## src/rtl/icache_prefetch_gen_pkg.sv

```systemverilog
// Shared types and constants for the icache next-line prefetch generator.
// Contents: pc_req_t request payload, cache line/page offset widths,
// pf_state_e generator FSM encoding, 32-bit saturating add helper.
package icache_prefetch_gen_pkg;

  localparam int unsigned PC_ADDR_W            = 48;
  localparam int unsigned ICACHE_LINE_OFFSET_W = 6;
  localparam int unsigned ICACHE_PAGE_OFFSET_W = 12;

  // Fetch request payload shared by demand and prefetch channels
  typedef struct packed {
    logic [PC_ADDR_W-1:0] pc;
    logic [1:0]           thread_id;
    logic                 is_spec;
  } pc_req_t;

  typedef enum logic {
    IDLE = 1'b0,
    GEN  = 1'b1
  } pf_state_e;

  // Saturating 32-bit accumulate for statistics counters
  function automatic logic [31:0] sat_add32(input logic [31:0] a, input logic [31:0] b);
    logic [32:0] sum;
    sum = {1'b0, a} + {1'b0, b};
    return sum[32] ? 32'hFFFF_FFFF : sum[31:0];
  endfunction

endpackage

```

## src/rtl/icache_pf_fifo.sv

```systemverilog
// Synchronous prefetch queue of pc_req_t, organised as a shift queue so the
// head entry and its valid bit come straight from flops.
// Ports:
//   clk, rst        clock, synchronous active-high reset
//   flush           drop every entry next cycle
//   push, push_pld  enqueue (ignored when full unless popping the same cycle)
//   pop             dequeue head (caller qualifies with head_vld)
//   full            all slots occupied
//   head_vld        queue not empty
//   head_pld        head entry
//   occupancy_c     live entry count (only with ICACHE_PF_STAT_EN)
module icache_pf_fifo
  import icache_prefetch_gen_pkg::*;
#(
  parameter int unsigned DEPTH = 4
) (
  input  logic    clk,
  input  logic    rst,
  input  logic    flush,
  input  logic    push,
  input  pc_req_t push_pld,
  input  logic    pop,
  output logic    full,
  output logic    head_vld,
  output pc_req_t head_pld
`ifdef ICACHE_PF_STAT_EN
  ,
  output logic [$clog2(DEPTH+1)-1:0] occupancy_c
`endif
);

  pc_req_t          mem_q  [DEPTH];
  logic [DEPTH-1:0] vld_q;
  pc_req_t          sh_mem [DEPTH];
  logic [DEPTH-1:0] sh_vld;
  pc_req_t          mem_d  [DEPTH];
  logic [DEPTH-1:0] vld_d;
  logic             placed;

  // Shift out the popped head, then drop the push into the first free slot
  always_comb begin
    for (int i = 0; i < int'(DEPTH) - 1; i++) begin
      sh_mem[i] = pop ? mem_q[i+1] : mem_q[i];
      sh_vld[i] = pop ? vld_q[i+1] : vld_q[i];
    end
    sh_mem[DEPTH-1] = pop ? '0   : mem_q[DEPTH-1];
    sh_vld[DEPTH-1] = pop ? 1'b0 : vld_q[DEPTH-1];

    mem_d  = sh_mem;
    vld_d  = sh_vld;
    placed = 1'b0;
    for (int i = 0; i < int'(DEPTH); i++) begin
      if (push && !placed && !sh_vld[i]) begin
        mem_d[i] = push_pld;
        vld_d[i] = 1'b1;
        placed   = 1'b1;
      end
    end
  end

  // Storage; flush clears contents like reset
  always_ff @(posedge clk) begin
    if (rst || flush) begin
      vld_q <= '0;
      for (int i = 0; i < int'(DEPTH); i++) mem_q[i] <= '0;
    end else begin
      vld_q <= vld_d;
      for (int i = 0; i < int'(DEPTH); i++) mem_q[i] <= mem_d[i];
    end
  end

  assign full     = vld_q[DEPTH-1];
  assign head_vld = vld_q[0];
  assign head_pld = mem_q[0];

`ifdef ICACHE_PF_STAT_EN
  localparam int unsigned OCC_W = $clog2(DEPTH + 1);

  // Valid bits are contiguous from slot 0, so popcount is the occupancy
  always_comb begin
    occupancy_c = '0;
    for (int i = 0; i < int'(DEPTH); i++) begin
      occupancy_c = occupancy_c + OCC_W'(vld_q[i]);
    end
  end
`endif

endmodule

```

## src/rtl/icache_prefetch_gen.sv

```systemverilog
// Next-line instruction prefetch generator feeding the icache arbiter's
// lowest-priority prefetch channel. Each accepted demand fetch to a new line
// queues up to PF_DEGREE sequential line addresses, never crossing a 4KB page.
// Optional statistics: define ICACHE_PF_STAT_EN to add pf_issue_cnt/pf_drop_cnt.
// Ports:
//   clk, rst                           clock, synchronous active-high reset
//   demand_fire_vld, demand_fire_pld   demand request accepted by tag stage
//   flush                              drop all prefetch work
//   prefetch_req_vld/rdy/pld           prefetch request channel to arbiter
//   pf_issue_cnt, pf_drop_cnt          saturating stats (ICACHE_PF_STAT_EN)
module icache_prefetch_gen
  import icache_prefetch_gen_pkg::*;
#(
  parameter int unsigned PF_DEGREE      = 2,
  parameter int unsigned PF_QUEUE_DEPTH = 4,
  parameter int unsigned ADDR_WIDTH     = 48
) (
  input  logic    clk,
  input  logic    rst,
  input  logic    demand_fire_vld,
  input  pc_req_t demand_fire_pld,
  input  logic    flush,
  output logic    prefetch_req_vld,
  input  logic    prefetch_req_rdy,
  output pc_req_t prefetch_req_pld
`ifdef ICACHE_PF_STAT_EN
  ,
  output logic [31:0] pf_issue_cnt,
  output logic [31:0] pf_drop_cnt
`endif
);

  localparam int unsigned LINE_W      = ADDR_WIDTH - ICACHE_LINE_OFFSET_W;
  localparam int unsigned PAGE_LINE_W = ICACHE_PAGE_OFFSET_W - ICACHE_LINE_OFFSET_W;
  localparam int unsigned CNT_W       = $clog2(PF_DEGREE + 1);

  pf_state_e         state_q, state_d;
  logic [CNT_W-1:0]  cnt_q, cnt_d;
  logic [LINE_W-1:0] base_q, base_d;
  logic [LINE_W-1:0] last_line_q, last_line_d;
  logic              last_vld_q, last_vld_d;

  logic [LINE_W-1:0] fire_line_c;
  logic [LINE_W-1:0] target_c;
  logic              trigger_c;
  logic              cross_c;
  logic              push_c;
  logic              guard_c;
  logic              pop_c;
  logic              fifo_full;
  pc_req_t           push_pld_c;

  // Only the line index of the demand pc matters here
  logic unused_demand_bits_c;
  assign unused_demand_bits_c = ^{demand_fire_pld.thread_id, demand_fire_pld.is_spec,
                                  demand_fire_pld.pc[ICACHE_LINE_OFFSET_W-1:0]};

  assign fire_line_c = demand_fire_pld.pc[ADDR_WIDTH-1:ICACHE_LINE_OFFSET_W];
  // Flush wins over a same-cycle trigger; repeat fires to the last line are filtered
  assign trigger_c   = demand_fire_vld && !flush &&
                       (!last_vld_q || (fire_line_c != last_line_q));
  assign target_c    = base_q + LINE_W'(cnt_q);
  assign cross_c     = target_c[LINE_W-1:PAGE_LINE_W] != base_q[LINE_W-1:PAGE_LINE_W];
  assign pop_c       = prefetch_req_vld && prefetch_req_rdy;

  // State register
  always_ff @(posedge clk) begin
    if (rst) begin
      state_q     <= IDLE;
      cnt_q       <= '0;
      base_q      <= '0;
      last_line_q <= '0;
      last_vld_q  <= 1'b0;
    end else begin
      state_q     <= state_d;
      cnt_q       <= cnt_d;
      base_q      <= base_d;
      last_line_q <= last_line_d;
      last_vld_q  <= last_vld_d;
    end
  end

  // Next state: a trigger restarts generation after this cycle's push completes
  always_comb begin
    state_d     = state_q;
    cnt_d       = cnt_q;
    base_d      = base_q;
    last_line_d = last_line_q;
    last_vld_d  = last_vld_q;
    if (flush) begin
      state_d    = IDLE;
      last_vld_d = 1'b0;
    end else if (trigger_c) begin
      state_d     = GEN;
      cnt_d       = CNT_W'(1);
      base_d      = fire_line_c;
      last_line_d = fire_line_c;
      last_vld_d  = 1'b1;
    end else if (state_q == GEN) begin
      if (guard_c) begin
        state_d = IDLE;
      end else if (push_c) begin
        if (cnt_q == CNT_W'(PF_DEGREE)) state_d = IDLE;
        else                            cnt_d   = cnt_q + CNT_W'(1);
      end
    end
  end

  // Outputs: push a target when there is room (a same-cycle pop frees a slot)
  always_comb begin
    push_c     = 1'b0;
    guard_c    = 1'b0;
    push_pld_c = '0;
    push_pld_c.pc = PC_ADDR_W'({target_c, {ICACHE_LINE_OFFSET_W{1'b0}}});
    if ((state_q == GEN) && !flush) begin
      if (cross_c)                   guard_c = 1'b1;
      else if (!fifo_full || pop_c)  push_c  = 1'b1;
    end
  end

`ifdef ICACHE_PF_STAT_EN
  logic [$clog2(PF_QUEUE_DEPTH+1)-1:0] occupancy_c;
`endif

  icache_pf_fifo #(
    .DEPTH (PF_QUEUE_DEPTH)
  ) u_fifo (
    .clk      (clk),
    .rst      (rst),
    .flush    (flush),
    .push     (push_c),
    .push_pld (push_pld_c),
    .pop      (pop_c),
    .full     (fifo_full),
    .head_vld (prefetch_req_vld),
    .head_pld (prefetch_req_pld)
`ifdef ICACHE_PF_STAT_EN
    ,
    .occupancy_c (occupancy_c)
`endif
  );

`ifdef ICACHE_PF_STAT_EN
  logic [CNT_W-1:0] remain_c;
  logic [31:0]      drop_inc_c;

  // Targets still owed by the generator, including the one at cnt
  always_comb begin
    remain_c   = (state_q == GEN) ? (CNT_W'(PF_DEGREE) - cnt_q + CNT_W'(1)) : '0;
    drop_inc_c = '0;
    if (flush) begin
      drop_inc_c = 32'(remain_c) + 32'(occupancy_c) - 32'(pop_c);
    end else if (guard_c) begin
      drop_inc_c = 32'd1;
    end else if (trigger_c && (state_q == GEN)) begin
      drop_inc_c = 32'(remain_c) - 32'(push_c);
    end
  end

  // Saturating statistics counters
  always_ff @(posedge clk) begin
    if (rst) begin
      pf_issue_cnt <= '0;
      pf_drop_cnt  <= '0;
    end else begin
      pf_issue_cnt <= sat_add32(pf_issue_cnt, 32'(pop_c));
      pf_drop_cnt  <= sat_add32(pf_drop_cnt, drop_inc_c);
    end
  end
`endif

endmodule

```

## config.mk

```make
export PLATFORM = sky130hd
export DESIGN_NAME = icache_prefetch_gen
export DESIGN_NICKNAME = d
export VERILOG_FILES = /design/src/rtl/icache_prefetch_gen_pkg.sv /design/src/rtl/icache_pf_fifo.sv /design/src/rtl/icache_prefetch_gen.sv
export SDC_FILE = /design/constraint.sdc
export NUM_CORES = 1
export LEC_CHECK = 0
export ABC_CLOCK_PERIOD_IN_PS = 3000
export CAP_MARGIN = 10
export CORE_UTILIZATION = 45
export CTS_CLUSTER_DIAMETER = 80
export DETAILED_ROUTE_END_ITERATION = 7
export PLACE_DENSITY = 0.65
export SYNTH_ARGS = -nofsm -noshare
export SYNTH_HDL_FRONTEND = slang
export SYNTH_SLANG_ARGS = --single-unit
export TNS_END_PERCENT = 1
```

## constraint.sdc

```tcl
create_clock -name clk -period 3 [get_ports clk]
set_input_delay 0.6 -clock clk [delete_from_list [all_inputs] [get_ports clk]]
set_output_delay 0.6 -clock clk [all_outputs]
set_load 0.005 [all_outputs]
```

==> results by group <==
Outcome
  • Status: finished clean

Global route
  • Grt ovf: 0
  • GRT Overall Usage: around a quarter
  • Vias in the first global route: ~9500
  • Initial antenna violation count: 0
  • First-pass GRT wire length: 50700 um
  • Largest net degree at the start of global routing: 81

Setup path
  • Critical path's slowest cell: or4_1
  • CP Cell Sequence: clkdlybuf4s50_1 > inv_1 > a221o_1 > or4_1 > or3_4 > buf_12 > o311ai_0
  • Crit-path max FO: 19
  • Endpoint type of the worst setup path: flip-flop
  • Crit path kind: input pin to flip-flop
  • Worst EP required: 3.39 ns
  • Type of origin of the critical path: input pin
  • CP arrival: 2.93 ns
  • Max incr delay on CP: 0.54 ns

STA
  • Fin Setup TNS: 0 ns
  • Max-slew violation count: 0
  • Max Freq: 393 MHz
  • Setup Skew: 0.00907 ns
  • Final setup viols: 0
  • Final worst slack: 0.458 ns
  • Fin crit period: 2.54 ns
  • Max transition margin: between 50% and 60%
  • Final Hold Viols: 0
  • RSZ-0062 raised after global routing: no
  • Tightest Pin Transition: around 0.63 ns
  • Fin crit share: 84.7%

Detailed routing
  • DRT Pass-1 Iters: 5
  • Via count: 10300
  • Wire per inst: between 15 and 20 um
  • Initial drt markers: 730
  • Drt total wl: 31200 um
  • Avg Vias per Cell: 6.06
  • Residual DRC count: 0
  • Antenna Nets Post-Route: 0

Final layout
  • Layout Nets: 1418
  • Fin area: 0.0131 mm^2
  • Layout area overhead: 18.0%
  • Layout cells sized above 1: approximately 7.6%
  • Antenna Cells: 0

Clock tree
  • Skew-Pair Late Insertion Delay: between 0.5 and 0.6 ns
  • Max Buffers Root-to-Sink: 3
  • Cts-stage hold buffer count: 0
  • Resized cells post-CTS: 0
  • CTS root buffer: clkbuf_16
  • Worst-path clk slew: 0.06 ns
  • H-Tree Depth: 1
  • CTS sink cnt: between 200 and 250
  • Setup Buffers After CTS: 0
  • CTS Buf Count: 24
  • CTS tree: built

Placement
  • Port Buffers: 89
  • Cell Area, Placed: 0.0124 mm^2
  • Final Wtd Congestion: 0.812
  • Setup Slack @ Placement: -0.0597 ns
  • HPWL Detailed: 20300 um

Synthesis
  • Dominant synthesized flop cell: dfxtp_1
  • Synth unique cells: 55
  • Synth async-reset ratio: 0%
  • Post-Syn Area: 0.0111 mm^2
  • Dominant cell by count in the synthesized netlist: dfxtp_1
  • Yosys reg bits: approximately 220
  • Syn_area_per_cell: between 8 and 9 um^2
  • Yosys top cell area share: about two fifths
  • Syn Inst Count: 1341
  • Ys Warns: 0
  • Post-synth EDFFs: 0
  • Seq/Total Area, Yosys: around two fifths
  • Post-synth top cells: 218 x dfxtp_1, 131 x clkbuf_1, 126 x nand2_1, 126 x nor2_1, 96 x a211oi_1
  • Post-synth top area cell: dfxtp_1
  • Area contributors post-synth: dfxtp_1 39%, mux2i_1 7.7%, a211oi_1 6.5%

Power
  • Maximum vdd ir drop: between 0.2 and 0.3 mV
  • Pwr Total: 0.00648 W
  • Lkg Pwr: around 5.1 nW
  • Cell Pwr Density: 494 mW/mm^2

Floorplan
  • Initial core utilization: ~46%
  • I/O Pins: 108
  • Die W: 159 um
  • Row count: 57
  • Core ar.: 0.0243 mm^2
  • Height of the die: roughly 160 um
  • Total die area: 0.0254 mm^2

Min path
  • Min-Delay Path Class: flip-flop to flip-flop

Flow run
  • Max Cap Violations: 0
placed cells by master (no fill, tap or decap), types with 3 or more instances in the layout:
cell	instances
a211oi_1	96
a21boi_0	5
a21oi_1	72
a311oi_1	33
a31o_2	4
and2_1	5
and3_1	38
and4_1	4
buf_12	12
buf_4	35
clkbuf_1	3
clkbuf_16	25
clkbuf_8	8
clkdlybuf4s50_1	88
clkinv_2	3
conb_1	9
dfxtp_1	217
ha_1	3
inv_1	9
mux2_2	4
mux2i_1	86
nand2_1	125
nand2b_1	7
nand3_1	56
nand4_1	27
nor2_1	126
nor3_1	52
nor4_1	10
o211ai_1	12
o21ai_0	20
o22ai_1	4
o311ai_0	29
o311ai_1	10
o31a_1	7
o31ai_1	39
xnor2_1	16
xor2_1	36
metal layers:
| layer | vias up | part of all wire [%] | track usage [%] |
|---|---|---|---|
| li1 | 4971 | - | - |
| met1 | 4971 | 47 | 35.1 |
| met2 | 296 | 46 | 38.3 |
| met3 | 41 | 4.9 | 2.58 |
| met4 | 0 | 1.6 | 5.94 |
| met5 | - | 0 | 0 |
logic make-up (layout without fill, tap and decap cells):
kind of cell / Yosys count / after routing / synth area share, %
AND/OR/NAND/NOR: 460 / 460 / 19.1
AO/OA/AOI/OAI: 353 / 353 / 22.9
flip-flops: 218 / 218 / 39.2
buffers and inverters: 163 / 186 / 5.97
multiplexers: 90 / 90 / 8.14
XOR/XNOR: 52 / 52 / 4.09
adder cells (fa/ha/maj): 4 / 4 / 0.517
other: 1 / 9 / 0.0337
registers in the layout, indices dropped and copies added (netlist names):
register,count
u_fifo.vld_q,4
state_q,1
u_fifo.mem_q,168
cnt_q,2
last_line_q,42
last_vld_q,1
power breakdown:
| group | internal [W] | switching [W] | leakage (nW) | total (W) |
|---|---|---|---|---|
| Combinational | 0.000233 | 0.000331 | 2.99 | 0.000564 |
| Clock | 0.00170 | 0.00115 | 0.385 | 0.00285 |
| Sequential | 0.00296 | 0.000109 | 1.77 | 0.00307 |
worst paths after layout:
kind / startpoint / end / slack, ns / cells after the start
max: demand_fire_pld[23] / last_line_q[3] / 0.46 / 7
min: u_fifo.mem_q[3][45] / u_fifo.mem_q[3][45] / 0.46 / 2
max reg2reg: last_line_q[0] / u_fifo.mem_q[2][40] / 0.51 / 7
min reg2reg: u_fifo.mem_q[3][45] / u_fifo.mem_q[3][45] / 0.46 / 2
final cells by class:
cell class                      instances  area [um^2]
Tap cell                              324          405
Multi-Input combinational cell        968         6160
Timing Repair Buffer                  136         1390
Sequential cell                       218         4370
Fill cell                            2273        11200
Clock inverter                          4         23.8
Inverter                               10         37.5
Clock buffer                           36          747
through the flow:
stage	hold WS, ns	utilization [%]	std cells
floorplan	0.435	-	1349
global placement	0.445	50.8	1656
detailed placement	0.450	50.8	1656
CTS	0.459	54.0	1696
global route	0.476	54.0	1696
finish	0.458	54.0	1696
worst max-delay path: cells and delay by family:
kind / cells / cell delay [ns]
and+or+nand+nor: 2 / 0.92
buffers and inverters: 3 / 0.73
AOI/OAI and AO/OA: 2 / 0.68
(Power assumes the default switching activity.)
